===== src/rtl/wb_port_arbiter_if.sv =====
// Register-file write-port bundle: writeback source, multi-cycle source,
// register-file write port and arbiter status.
interface wb_port_arbiter_if #(
    parameter int DEPTH = 2
);
    localparam int NW = $clog2(DEPTH) + 1;

    logic          wb_regwrite;
    logic [4:0]    wb_writereg;
    logic [31:0]   wb_writedata;
    logic          mc_valid;
    logic          mc_ready;
    logic [4:0]    mc_writereg;
    logic [31:0]   mc_writedata;
    logic          rf_we;
    logic [4:0]    rf_wa;
    logic [31:0]   rf_wd;
    logic          stall_req;
    logic [NW-1:0] fifo_count;

    modport master (
        output wb_regwrite, wb_writereg, wb_writedata,
        output mc_valid, mc_writereg, mc_writedata,
        input  mc_ready,
        input  rf_we, rf_wa, rf_wd,
        input  stall_req, fifo_count
    );

    modport slave (
        input  wb_regwrite, wb_writereg, wb_writedata,
        input  mc_valid, mc_writereg, mc_writedata,
        output mc_ready,
        output rf_we, rf_wa, rf_wd,
        output stall_req, fifo_count
    );
endinterface


===== src/rtl/wb_port_arbiter.sv =====
// Shares the register-file write port between writeback and a buffered
// multi-cycle result stream; requests a stall when the FIFO head starves.
module wb_port_arbiter #(
    parameter int DEPTH        = 2,
    parameter int STARVE_LIMIT = 4
) (
    input  logic              clk,
    input  logic              rst,
    wb_port_arbiter_if.slave  bus
);
    localparam int AW = $clog2(DEPTH);
    localparam int NW = AW + 1;
    localparam int SW = $clog2(STARVE_LIMIT + 1);
    localparam logic [NW-1:0] FULL = NW'(DEPTH);
    localparam logic [SW-1:0] LIM  = SW'(STARVE_LIMIT);

    typedef enum logic [1:0] {
        S_IDLE,
        S_PENDING,
        S_STALL
    } state_t;

    logic [4:0]    r_wa_mem [DEPTH];
    logic [31:0]   r_wd_mem [DEPTH];
    logic [AW-1:0] r_rd_ptr;
    logic [AW-1:0] r_wr_ptr;
    logic [NW-1:0] r_count;
    logic [SW-1:0] r_starve;
    state_t        r_state;

    state_t        w_next;
    logic          w_empty;
    logic          w_full;
    logic          w_pop;
    logic          w_push;
    logic          w_blocked;
    logic [NW-1:0] w_count_nxt;
    logic [SW-1:0] w_starve_nxt;

    assign w_empty   = (r_count == '0);
    assign w_full    = (r_count == FULL);
    assign w_pop     = !bus.wb_regwrite && !w_empty;
    assign w_blocked = bus.wb_regwrite && !w_empty;
    // Results to $0 complete the handshake but are dropped here.
    assign w_push    = bus.mc_valid && !w_full
                       && (bus.mc_writereg != 5'd0);

    assign w_count_nxt = r_count + NW'(w_push) - NW'(w_pop);

    always_comb begin
        w_starve_nxt = r_starve;
        if (w_pop || w_empty)
            w_starve_nxt = '0;
        else if (w_blocked && r_starve != LIM)
            w_starve_nxt = r_starve + SW'(1);
    end

    always_ff @(posedge clk) begin
        if (w_push) begin
            r_wa_mem[r_wr_ptr] <= bus.mc_writereg;
            r_wd_mem[r_wr_ptr] <= bus.mc_writedata;
        end
    end

    always_ff @(posedge clk or posedge rst) begin
        if (rst) begin
            r_rd_ptr <= '0;
            r_wr_ptr <= '0;
            r_count  <= '0;
            r_starve <= '0;
        end else begin
            if (w_push)
                r_wr_ptr <= r_wr_ptr + AW'(1);
            if (w_pop)
                r_rd_ptr <= r_rd_ptr + AW'(1);
            r_count  <= w_count_nxt;
            r_starve <= w_starve_nxt;
        end
    end

    always_ff @(posedge clk or posedge rst) begin
        if (rst)
            r_state <= S_IDLE;
        else
            r_state <= w_next;
    end

    always_comb begin
        w_next = r_state;
        unique case (r_state)
            S_IDLE: begin
                if (w_push)
                    w_next = S_PENDING;
            end
            S_PENDING: begin
                if (w_count_nxt == '0)
                    w_next = S_IDLE;
                else if (w_starve_nxt == LIM)
                    w_next = S_STALL;
            end
            S_STALL: begin
                if (w_pop)
                    w_next = (w_count_nxt == '0)
                             ? S_IDLE : S_PENDING;
            end
            default: w_next = S_IDLE;
        endcase
    end

    always_comb begin
        bus.rf_we     = 1'b0;
        bus.rf_wa     = 5'd0;
        bus.rf_wd     = 32'd0;
        bus.stall_req = (r_state == S_STALL);
        if (bus.wb_regwrite) begin
            bus.rf_we = 1'b1;
            bus.rf_wa = bus.wb_writereg;
            bus.rf_wd = bus.wb_writedata;
        end else if (!w_empty) begin
            bus.rf_we = 1'b1;
            bus.rf_wa = r_wa_mem[r_rd_ptr];
            bus.rf_wd = r_wd_mem[r_rd_ptr];
        end
    end

    assign bus.mc_ready   = !w_full;
    assign bus.fifo_count = r_count;

endmodule


===== src/flat_wrapper.sv =====
// flat-port wrapper written by rule: the top's interface ports become plain ports
module wb_port_arbiter_flat 
#(
    parameter int DEPTH        = 2,
    parameter int STARVE_LIMIT = 4
)
  (clk, rst, bus_wb_regwrite, bus_wb_writereg, bus_wb_writedata, bus_mc_valid, bus_mc_writereg, bus_mc_writedata, bus_mc_ready, bus_rf_we, bus_rf_wa, bus_rf_wd, bus_stall_req, bus_fifo_count);
  wb_port_arbiter_if #(.DEPTH(DEPTH)) bus_i ();
  input  logic clk;
  input  logic rst;
  input wire logic [$bits(bus_i.wb_regwrite)-1:0] bus_wb_regwrite;
  input wire logic [$bits(bus_i.wb_writereg)-1:0] bus_wb_writereg;
  input wire logic [$bits(bus_i.wb_writedata)-1:0] bus_wb_writedata;
  input wire logic [$bits(bus_i.mc_valid)-1:0] bus_mc_valid;
  input wire logic [$bits(bus_i.mc_writereg)-1:0] bus_mc_writereg;
  input wire logic [$bits(bus_i.mc_writedata)-1:0] bus_mc_writedata;
  output wire logic [$bits(bus_i.mc_ready)-1:0] bus_mc_ready;
  output wire logic [$bits(bus_i.rf_we)-1:0] bus_rf_we;
  output wire logic [$bits(bus_i.rf_wa)-1:0] bus_rf_wa;
  output wire logic [$bits(bus_i.rf_wd)-1:0] bus_rf_wd;
  output wire logic [$bits(bus_i.stall_req)-1:0] bus_stall_req;
  output wire logic [$bits(bus_i.fifo_count)-1:0] bus_fifo_count;
  assign bus_i.wb_regwrite = bus_wb_regwrite;
  assign bus_i.wb_writereg = bus_wb_writereg;
  assign bus_i.wb_writedata = bus_wb_writedata;
  assign bus_i.mc_valid = bus_mc_valid;
  assign bus_i.mc_writereg = bus_mc_writereg;
  assign bus_i.mc_writedata = bus_mc_writedata;
  assign bus_mc_ready = bus_i.mc_ready;
  assign bus_rf_we = bus_i.rf_we;
  assign bus_rf_wa = bus_i.rf_wa;
  assign bus_rf_wd = bus_i.rf_wd;
  assign bus_stall_req = bus_i.stall_req;
  assign bus_fifo_count = bus_i.fifo_count;
  wb_port_arbiter #(.DEPTH(DEPTH), .STARVE_LIMIT(STARVE_LIMIT)) u_core (.clk(clk), .rst(rst), .bus(bus_i));
endmodule

===== config.mk =====
export PLATFORM = sky130hd
export DESIGN_NAME = wb_port_arbiter_flat
export DESIGN_NICKNAME = d
export VERILOG_FILES = /design/src/rtl/wb_port_arbiter_if.sv /design/src/rtl/wb_port_arbiter.sv /design/src/flat_wrapper.sv
export SDC_FILE = /design/constraint.sdc
export NUM_CORES = 1
export LEC_CHECK = 0
export ABC_AREA = 1
export CAP_MARGIN = 0
export CORE_ASPECT_RATIO = 1.25
export CORE_UTILIZATION = 49
export DETAILED_ROUTE_END_ITERATION = 8
export PLACE_DENSITY = 0.85
export REMOVE_ABC_BUFFERS = 1
export SYNTH_ARGS = -nofsm -noshare
export SYNTH_HDL_FRONTEND = slang
export SYNTH_SLANG_ARGS = --single-unit
export TNS_END_PERCENT = 20

===== constraint.sdc =====
create_clock -name clk -period 6.9 [get_ports clk]
set_clock_uncertainty 0.2 [all_clocks]
set_input_delay 1.38 -clock clk [delete_from_list [all_inputs] [get_ports clk]]
set_output_delay 1.38 -clock clk [all_outputs]
set_load 0.05 [all_outputs]

==> flow_metrics.py <==
metrics = {
    "sta": {
        "grt_setup_unrepaired": "false",
        "fin_ws_ns": 1.49,
        "timing.final.crit_share": 0.784,
        "tightestPinTransition_ns": 1.11,
        "slew-limit-headroom": 0.261,
        "fmaxAchievable_mhz": 185,
        "final.setup.tns_ns": 0,
        "hold_viol": 0,
        "finalMaxSlewViolations": 0,
        "fin_crit_ns": 5.41,
        "fin_hold_ws_ns": 0.386,
        "setup_viol": 0,
    },
    "drt": {
        "wl_um": 7120,
        "routedWlPerCell_um": 14.4,
        "avgViaCountPerCell": 5.07,
        "drc": 0,
        "drt_iter0_drc": 112,
        "antenna_left": 0,
        "dr_total_vias": 2508,
        "dr.pass1.iters": 4,
    },
    "place": {
        "place_ws_ns": 1.47,
        "gp_congestion": 0.822,
        "placed_cell_area_mm2": 0.00485,
        "io_buffer_count": 119,
        "dp_hpwl_um": 5080,
    },
    "die": {
        "ios": 120,
        "start_util": 0.512,
        "die-area_mm2": 0.00768,
        "core_mm2": 0.00702,
        "die_h_um": 97.7,
        "row_count": 34,
        "dieWidth_um": 78.6,
    },
    "clock_network": {
        "root_buffer": "clkbuf_8",
        "cts.clk_slew.worst_paths_ns": 0.08,
        "hold_buffers": 0,
        "cts_buffer_depth": 2,
        "h-tree-depth": 3,
        "clock-sinks": 83,
        "cts_setup_buffers": 0,
        "worstSkewPairLatency_ns": 0.34,
        "cts_resized": 0,
        "cts_tree": "yes",
        "numCtsBuffers": 9,
    },
    "cells_and_area": {
        "antennaDiodeCount": 0,
        "fin_area_mm2": 0.00505,
        "multi_input_area_mm2": 0.00101,
        "final_cell_mix": "119 x clkdlybuf4s50_1, 74 x edfxtp_1, 60 x nand2_1",
        "syn2layout_area_growth_pct": 40.7,
        "layout_commonest_cell": "clkdlybuf4s50_1",
        "fin_nets": 483,
        "drive_gt1_frac": 0.0691,
        "n_fill_cell": 478,
        "seq_area_mm2": 0.00245,
    },
    "synth": {
        "synth_area_leaders": "edfxtp_1 62%, mux2i_1 10%, dfrtp_1 6.3%",
        "synth.cell_area_mm2": 0.00359,
        "synth-main-ff-cell": "edfxtp_1",
        "synth_edf_count": 74,
        "async_flop_share": 0.108,
        "ys_seq_area_frac": 0.681,
        "syn_inst": 281,
        "synth.largest_area_cell": "edfxtp_1",
        "ys_warn_count": 0,
        "ys_types": 26,
        "synth_top_area_frac": 0.618,
        "syn_area_per_cell_um2": 12.8,
        "synth-seq-cells": 83,
    },
    "power_and_ir_drop": {
        "p_leak_nw": 1.98,
        "vdd_drop_max_uv": 389,
        "power_density_mw_per_mm2": 379,
    },
    "worst_setup_path": {
        "cp_top_family": "buffers and inverters",
        "cp_slowest_stage_delay_ns": 0.73,
        "r2r_setup_slack_ns": 4.54,
        "worstPathCellList": "clkdlybuf4s50_1 > buf_4 > inv_1 > o21ai_2 > buf_4 > o21ai_0 > clkdlybuf4s50_1",
        "path_max_fanout": 38,
        "arrival_ns": 3.83,
        "end_kind": "output port",
        "path_buf_inv": 5,
        "slowest_stage": "clkdlybuf4s50_1",
        "path_class": "primary input to output port",
        "start_kind": "primary input",
        "required_ns": 5.32,
    },
    "global_route": {
        "grt_pass1_wl_um": 11300,
        "gr-usage-met2": 0.356,
        "antenna_found_initial": 0,
        "top_usage_layer": "met2",
        "grt_pass1_vias": 2536,
        "met3_usage": 0.0467,
        "grt_use_total": 0.194,
        "use_met1": 0.216,
        "grt_remaining_overflow": 0,
        "grt_max_degree": 39,
    },
    "run": {
        "maxCapViolations": 0,
    },
    "outcome": {
        "outcome": "finished, final reports clean",
    },
    "min_path": {
        "min_path_type": "register to register",
    },
}
-- metrics by stage --
| step | cells | util | power, mW |
|---|---|---|---|
| floorplan | 269 | - | 1.30 |
| global placement | 480 | 0.691 | 1.55 |
| detailed placement | 480 | 0.691 | 1.58 |
| CTS | 495 | 0.720 | 1.93 |
| global route | 495 | 0.720 | 2.02 |
| finish | 495 | 0.720 | 1.92 |
-- flip-flops by register name (all words and copies together), names as in the netlist --
register and count:
u_core.r_state 2, u_core.r_wd_mem 64, u_core.r_wa_mem 10, u_core.r_starve 3
u_core.r_wr_ptr 1, u_core.r_rd_ptr 1, u_core.bus.fifo_count 2
-- path summary, 6_finish.rpt --
kind,to,depth (start not counted),startpoint
max,bus_rf_wd[19],7,bus_wb_regwrite
min,u_core.r_wr_ptr,2,u_core.r_wr_ptr
max reg2reg,u_core.r_wd_mem[1][24],4,u_core.bus.fifo_count[0]
min reg2reg,u_core.r_wr_ptr,2,u_core.r_wr_ptr
max in group asynchronous,u_core.r_rd_ptr,2,rst
min in group asynchronous,u_core.r_wr_ptr,2,rst
-- power by group --
group / switching, mW / internal [mW] / leakage (nW)
registers: 0.0969 / 0.683 / 0.799
clock network: 0.155 / 0.199 / 0.103
logic: 0.488 / 0.294 / 1.08
-- kinds of logic (layout without fill, tap and decap cells) --
family,count (synthesis),in the layout,share of synthesized area
compound gates,40,40,0.0574
xor+xnor,1,1,0.00244
fa+ha+maj,4,4,0.0139
buf+inv,31,155,0.0418
flops,83,83,0.681
mux,37,37,0.103
simple gates,85,85,0.100
-- worst register-to-register path: stages, from the launching register on --
cell and delay (ns):
dfrtp_1 0.44, inv_1 0.11, a21boi_1 0.17, nand2_1 0.19, nor2_4 0.87
-- cell type report --
| cell class | instances | share of cell area |
|---|---|---|
| clock buffers | 9 | 0.0245 |
| clock inverters | 6 | 0.0161 |
| inverters | 19 | 0.0141 |
| multi-input cells | 167 | 0.200 |
| flip-flops and latches | 83 | 0.484 |
| well taps | 90 | 0.0223 |
| repair buffers | 121 | 0.239 |
-- metal layers --
metal | vias up | wire length [um]
li1 | 1225 | -
met1 | 1171 | 2740
met2 | 102 | 3870
met3 | 10 | 421
met4 | 0 | 87
met5 | - | 0
-- cell usage after synthesis (3+ instances only) --
library cell and n:
nand2_1 60, dfrtp_1 9, mux2i_1 37, ha_1 4, buf_6 3, nor2_1 10, inv_1 19, nand3_1 6
o21ai_1 9, edfxtp_1 74, o21ai_0 28
Power figures use the tool's default switching activity.
